## src/rtl/uart_pkg.sv

```systemverilog
// Shared definitions for the UART receiver slice.
//   rx_state_e  : receiver FSM states (IDLE, START, DATA, STOP)
//   OVERSAMPLE  : ticks per bit period
//   MID_SAMPLE  : tick index at the middle of the start bit
//   baud_div()  : clock cycles per oversample tick (integer truncation)
package uart_pkg;

    typedef enum logic [1:0] {
        IDLE,
        START,
        DATA,
        STOP
    } rx_state_e;

    localparam int unsigned OVERSAMPLE = 16;
    localparam int unsigned MID_SAMPLE = 7;

    function automatic int unsigned baud_div(input int unsigned clk_freq,
                                             input int unsigned baud);
        return clk_freq / (baud * OVERSAMPLE);
    endfunction

endpackage

```

## src/rtl/uart_rx_if.sv

```systemverilog
// Serial-line side of the UART receiver.
//   rx        : serial line, idles high (driven by master)
//   rx_data   : last received byte
//   rx_done   : one-clk strobe, rx_data valid in the same cycle
//   frame_err : one-clk strobe on a bad stop bit (framing check builds only)
// master = line driver / byte consumer, slave = receiver.
interface uart_rx_if;

    logic       rx;
    logic [7:0] rx_data;
    logic       rx_done;
    logic       frame_err;

    modport master (
        output rx,
        input  rx_data,
        input  rx_done,
        input  frame_err
    );

    modport slave (
        input  rx,
        output rx_data,
        output rx_done,
        output frame_err
    );

endinterface

```

## src/rtl/uart_baud_tick.sv

```systemverilog
// Free-running 16x oversample tick generator.
//   clk  : system clock
//   rst  : synchronous active-high reset, clears the divider
//   tick : one-clk pulse every CLK_FREQ/(BAUD*16) cycles
module uart_baud_tick
    import uart_pkg::*;
#(
    parameter int unsigned CLK_FREQ = 100_000_000,
    parameter int unsigned BAUD     = 9600
) (
    input  logic clk,
    input  logic rst,
    output logic tick
);

    localparam int unsigned DIV = baud_div(CLK_FREQ, BAUD);
    localparam int unsigned CW  = (DIV > 1) ? $clog2(DIV) : 1;
    localparam logic [CW-1:0] LAST = CW'(DIV - 1);

    logic [CW-1:0] cnt_q;

    always_ff @(posedge clk) begin
        if (rst) begin
            cnt_q <= '0;
        end else if (tick) begin
            cnt_q <= '0;
        end else begin
            cnt_q <= cnt_q + 1'b1;
        end
    end

    assign tick = (cnt_q == LAST);

endmodule

```

## src/rtl/uart_rx.sv

```systemverilog
// 8N1 UART receiver with 16x oversampling and mid-bit sampling.
//   clk : system clock
//   rst : synchronous active-high reset; aborts any byte in progress
//   bus : uart_rx_if.slave (rx in; rx_data, rx_done, frame_err out)
// Optional feature: define UART_RX_FRAME_CHECK_EN to drop bytes whose stop
// bit samples low and pulse frame_err instead; otherwise frame_err is 0 and
// the stop bit value is ignored.
module uart_rx
    import uart_pkg::*;
#(
    parameter int unsigned CLK_FREQ = 100_000_000,
    parameter int unsigned BAUD     = 9600
) (
    input  logic     clk,
    input  logic     rst,
    uart_rx_if.slave bus
);

    localparam logic [3:0] TMID  = 4'(MID_SAMPLE);
    localparam logic [3:0] TLAST = 4'(OVERSAMPLE - 1);

    // Two-flop synchronizer; resets to the idle line level.
    logic rx_meta_q;
    logic rx_s;

    always_ff @(posedge clk) begin
        if (rst) begin
            rx_meta_q <= 1'b1;
            rx_s      <= 1'b1;
        end else begin
            rx_meta_q <= bus.rx;
            rx_s      <= rx_meta_q;
        end
    end

    logic tick;

    uart_baud_tick #(
        .CLK_FREQ (CLK_FREQ),
        .BAUD     (BAUD)
    ) u_baud_tick (
        .clk  (clk),
        .rst  (rst),
        .tick (tick)
    );

    rx_state_e  state_q, state_d;
    logic [3:0] tcnt_q, tcnt_d;
    logic [2:0] bcnt_q, bcnt_d;
    logic [7:0] shift_q, shift_d;
    logic [7:0] rx_data_q;
    logic       rx_done_q;
    logic       load;
`ifdef UART_RX_FRAME_CHECK_EN
    logic       ferr;
    logic       frame_err_q;
`endif

    // State register.
    always_ff @(posedge clk) begin
        if (rst) begin
            state_q <= IDLE;
        end else begin
            state_q <= state_d;
        end
    end

    // Next-state logic.
    always_comb begin
        state_d = state_q;
        case (state_q)
            IDLE: begin
                if (!rx_s) state_d = START;
            end
            START: begin
                // Still low at mid start bit => real start, else a glitch.
                if (tick && tcnt_q == TMID) state_d = rx_s ? IDLE : DATA;
            end
            DATA: begin
                if (tick && tcnt_q == TLAST && bcnt_q == 3'd7) state_d = STOP;
            end
            STOP: begin
                if (tick && tcnt_q == TLAST) state_d = IDLE;
            end
            default: state_d = IDLE;
        endcase
    end

    // Datapath and strobe decode.
    always_comb begin
        tcnt_d  = tcnt_q;
        bcnt_d  = bcnt_q;
        shift_d = shift_q;
        load    = 1'b0;
`ifdef UART_RX_FRAME_CHECK_EN
        ferr    = 1'b0;
`endif
        case (state_q)
            IDLE: begin
                if (!rx_s) tcnt_d = '0;
            end
            START: begin
                if (tick) tcnt_d = (tcnt_q == TMID) ? 4'd0 : tcnt_q + 4'd1;
            end
            DATA: begin
                if (tick) begin
                    tcnt_d = tcnt_q + 4'd1;  // wraps 15 -> 0 at each sample
                    if (tcnt_q == TLAST) begin
                        shift_d = {rx_s, shift_q[7:1]};  // LSB arrives first
                        bcnt_d  = bcnt_q + 3'd1;
                    end
                end
            end
            STOP: begin
                if (tick) begin
                    tcnt_d = tcnt_q + 4'd1;
                    if (tcnt_q == TLAST) begin
`ifdef UART_RX_FRAME_CHECK_EN
                        if (rx_s) begin
                            load = 1'b1;
                        end else begin
                            ferr = 1'b1;
                        end
`else
                        load = 1'b1;
`endif
                    end
                end
            end
            default: ;
        endcase
    end

    always_ff @(posedge clk) begin
        if (rst) begin
            tcnt_q    <= '0;
            bcnt_q    <= '0;
            shift_q   <= '0;
            rx_data_q <= '0;
            rx_done_q <= 1'b0;
        end else begin
            tcnt_q    <= tcnt_d;
            bcnt_q    <= bcnt_d;
            shift_q   <= shift_d;
            rx_done_q <= load;
            if (load) rx_data_q <= shift_q;
        end
    end

`ifdef UART_RX_FRAME_CHECK_EN
    always_ff @(posedge clk) begin
        if (rst) begin
            frame_err_q <= 1'b0;
        end else begin
            frame_err_q <= ferr;
        end
    end

    assign bus.frame_err = frame_err_q;
`else
    assign bus.frame_err = 1'b0;
`endif

    assign bus.rx_data = rx_data_q;
    assign bus.rx_done = rx_done_q;

endmodule

```

## src/flat_wrapper.sv

```systemverilog
// flat-port wrapper written by rule: the top's interface ports become plain ports
module uart_rx_flat import uart_pkg::*;
#(
    parameter int unsigned CLK_FREQ = 100_000_000,
    parameter int unsigned BAUD     = 9600
)
  (clk, rst, bus_rx, bus_rx_data, bus_rx_done, bus_frame_err);
  uart_rx_if bus_i ();
  input  logic clk;
  input  logic rst;
  input wire logic [$bits(bus_i.rx)-1:0] bus_rx;
  output wire logic [$bits(bus_i.rx_data)-1:0] bus_rx_data;
  output wire logic [$bits(bus_i.rx_done)-1:0] bus_rx_done;
  output wire logic [$bits(bus_i.frame_err)-1:0] bus_frame_err;
  assign bus_i.rx = bus_rx;
  assign bus_rx_data = bus_i.rx_data;
  assign bus_rx_done = bus_i.rx_done;
  assign bus_frame_err = bus_i.frame_err;
  uart_rx #(.CLK_FREQ(CLK_FREQ), .BAUD(BAUD)) u_core (.clk(clk), .rst(rst), .bus(bus_i));
endmodule
```

## config.mk

```make
export PLATFORM = sky130hd
export DESIGN_NAME = uart_rx_flat
export DESIGN_NICKNAME = d
export VERILOG_FILES = /design/src/rtl/uart_pkg.sv /design/src/rtl/uart_rx_if.sv /design/src/rtl/uart_baud_tick.sv /design/src/rtl/uart_rx.sv /design/src/flat_wrapper.sv
export SDC_FILE = /design/constraint.sdc
export NUM_CORES = 1
export LEC_CHECK = 0
export CAP_MARGIN = 20
export CORE_MARGIN = 2
export CORE_UTILIZATION = 56
export DETAILED_ROUTE_END_ITERATION = 8
export HOLD_SLACK_MARGIN = 0.06
export PLACE_DENSITY = 0.77
export SYNTH_ARGS = -nofsm -noshare
export SYNTH_HDL_FRONTEND = slang
export SYNTH_SLANG_ARGS = --single-unit
```

## constraint.sdc

```tcl
create_clock -name clk -period 2.45 [get_ports clk]
set_input_delay 0.49 -clock clk [delete_from_list [all_inputs] [get_ports clk]]
set_output_delay 0.49 -clock clk [all_outputs]
set_load 0.05 [all_outputs]
```

==> impl_metrics.yaml <==
flow_run:
  maxCapViolations: 0
clocking:
  cts.reportedPaths.clkPinSlew_ns: 0.11
  hold_buffers: 0
  cts_sinks: 38
  cts.path.max_buffers: 2
  clk_latency_ns: 0.34
  cts_tree: "yes"
  cts.repair.resized: 0
  cts_root_buf: "clkbuf_4"
  cts.htree.levels: 2
  cts_setup_buffers: 0
  cts_buffers: 5
timing:
  finalSetupViolCount: 0
  fin_setup_tns_ns: 0
  final_max_slew_viol_count: 0
  rsz0062_at_grt: "false"
  tightest_slew_ns: 0.581
  hold_viol: 0
  fmax_mhz: 487
  period_needed_ns: 2.05
  relSlewSlack: 0.610
  fin_crit_sh: 0.838
  finalWorstSetupSlack_ns: 0.397
  clock_skew_ns: 0.00912
setup_path:
  critPathCaptureType: "flop"
  critPathRequiredTime_ns: 2.74
  critPathSlowestCell: "or4b_1"
  cp-start-kind: "flop"
  crit_buf_inv: 0
  cp.arrival_ns: 2.34
  max_stage_delay_ns: 0.69
  worstPathMaxFanout: 6
  cp_top_family: "simple AND/OR/NAND/NOR gates"
  crit_chain: "or4b_1 -> or3_4 -> or3_1 -> a21oi_1"
  timing_worst_setup_path_type: "flop to flop"
global_routing:
  antenna_found_initial: 0
  grt_usage: 0.194
  grt.overflow.total: 0
  first_global_vias: 1163
  grt_pass1_wl_mm: 4.87
  grt_max_degree: 28
yosys:
  synth_top_area_cell: "dfxtp_1"
  synthTopCellsByArea: "dfxtp_1 47%, mux2i_1 11%, nor2_1 8.4%"
  yosys_register_bits: 38
  synth_edf_count: 0
  synth.most_common_cell: "dfxtp_1"
  synthArstFlopShare: 0
  syn_nets: 176
  synth_cells: 168
  synth_top_area_share: 0.472
  ys_types: 37
  yosys_warnings: 0
  netlist_area_mm2: 0.00161
  synth_top_flop_cell: "dfxtp_1"
  synth_common_cells: "38 x dfxtp_1, 36 x nor2_1, 18 x mux2i_1"
  synth_area_per_cell_um2: 9.60
  ys_seq_area_frac: 0.472
detailed_routing:
  routed_wirelength_mm: 2.71
  drt_first_iter_violations: 21
  drc: 0
  drt-vias-per-instance: 5.56
  ant_nets: 0
  wire_per_inst_um: 12.6
  vias: 1190
  firstDrtPassIters: 4
cells_and_area:
  syn2layout_area_growth_pct: 12.3
  nets: 190
  antenna_cells: 0
  stdcell_area_mm2: 0.00181
  layout-drive-gt1-share: 0.0929
pwr:
  power_density_mw_per_mm2: 551
  p_total_mw: 0.997
  swShare: 0.222
  p_seq_frac: 0.634
  power.switching_mw: 0.221
  p_int_mw: 0.776
  clock_power_share: 0.333
  power_frac_comb: 0.033
  p_leak_nw: 0.627
  vdd_drop_max_mv: 0.433
floorplanning:
  die_h_um: 57.7
  std_cell_rows: 19
  die_x_um: 57.7
  core-area_mm2: 0.00276
  die_area_mm2: 0.00333
  io_pins: 13
  start_util: 0.585
placement:
  dp_slack_ns: 0.414
  place_area_mm2: 0.00175
  gp_congestion: 0.816
  io_buffers: 11
  hpwl_mm: 1.92
worst_hold_path:
  min_path_type: "flop to flop"
status:
  status: "finished clean"
[cell usage in the layout (no fill, tap or decap), drive strengths merged]
master,count
or3,3
nand2,9
a21oi,2
or4b,1
and2,1
xor2,2
nand4b,2
buf,4
conb,1
nand3,7
clkbuf,7
clkinv,1
o311ai,1
o211ai,1
nand2b,3
nand4,1
inv,2
nor3,4
o41ai,1
o22ai,1
or4bb,1
or2,2
nor4,3
a31oi,1
ha,5
clkdlybuf4s50,11
nor3b,1
dfxtp,38
mux2i,18
xnor2,7
nor2,36
a311oi,2
o21ai,2
or3b,1
o31ai,1
[per-layer routing]
metal  up-vias  track usage  share of wire  routed length (µm)
li1        606            -              -                   -
met3         8       0.0759          0.047                 126
met2        21        0.317           0.48                1310
met1       555        0.219           0.45                1210
met5         -            0              0                   0
met4         0        0.103          0.023                  61
[sequential cells by signal, summed over array words and instances, names as in the netlist, named ones only]
register / flops
u_core.bcnt_q: 3
u_core.rx_s: 1
u_core.bus.rx_done: 1
u_core.rx_meta_q: 1
u_core.bus.rx_data: 8
u_core.tcnt_q: 4
u_core.u_baud_tick.cnt_q: 10
u_core.shift_q: 8
u_core.state_q: 1
[stage by stage]
step            util  cells  hold slack [ns]
2_1_floorplan      -    168            0.389
3_3_place_gp   0.635    206            0.406
3_5_place_dp   0.635    206            0.398
4_1_cts        0.657    214            0.423
5_1_grt        0.657    214            0.465
6_report       0.657    214            0.413
[worst paths after layout]
kind                                     from               end  slack (ns)  cells past startpoint
setup / recovery  u_core.u_baud_tick.cnt_q[5]  u_core.tcnt_q[2]        0.40                      4
hold / removal               u_core.rx_meta_q       u_core.rx_s        0.41                      1
setup reg to reg  u_core.u_baud_tick.cnt_q[5]  u_core.tcnt_q[2]        0.40                      4
hold reg to reg              u_core.rx_meta_q       u_core.rx_s        0.41                      1
[area by class of cell]
| type | count | area [µm²] |
|---|---|---|
| fill | 215 | 947 |
| inverter | 2 | 7.51 |
| clock buffer | 7 | 55.1 |
| clock inverter | 1 | 5.00 |
| timing repair buffer | 15 | 140 |
| sequential | 38 | 761 |
| tap | 31 | 38.8 |
| multi-input combinational | 120 | 803 |
[cell families (layout without fill, tap and decap cells)]
family                     count (synthesis)  in the layout  synth area share
other                                      1              1           0.00233
muxes                                     18             18             0.112
DFF                                       38             38             0.472
xor gates and xnor gates                   9              9            0.0489
adders and majority gates                  5              5            0.0388
buffers and inverters                     10             25            0.0303
and+or+nand+nor                           75             75             0.245
AOI/OAI and AO/OA                         12             12            0.0512
[power by group through the flow]
stage          Sequential (mW)  Combinational (mW)  Clock [mW]
2_1_floorplan            0.643              0.0273           0
3_3_place_gp             0.645              0.0321           0
3_5_place_dp             0.646              0.0329           0
4_1_cts                  0.632              0.0330       0.350
5_1_grt                  0.633              0.0363       0.380
6_report                 0.632              0.0328       0.332
No activity file was read; power rests on OpenSTA's default activity.
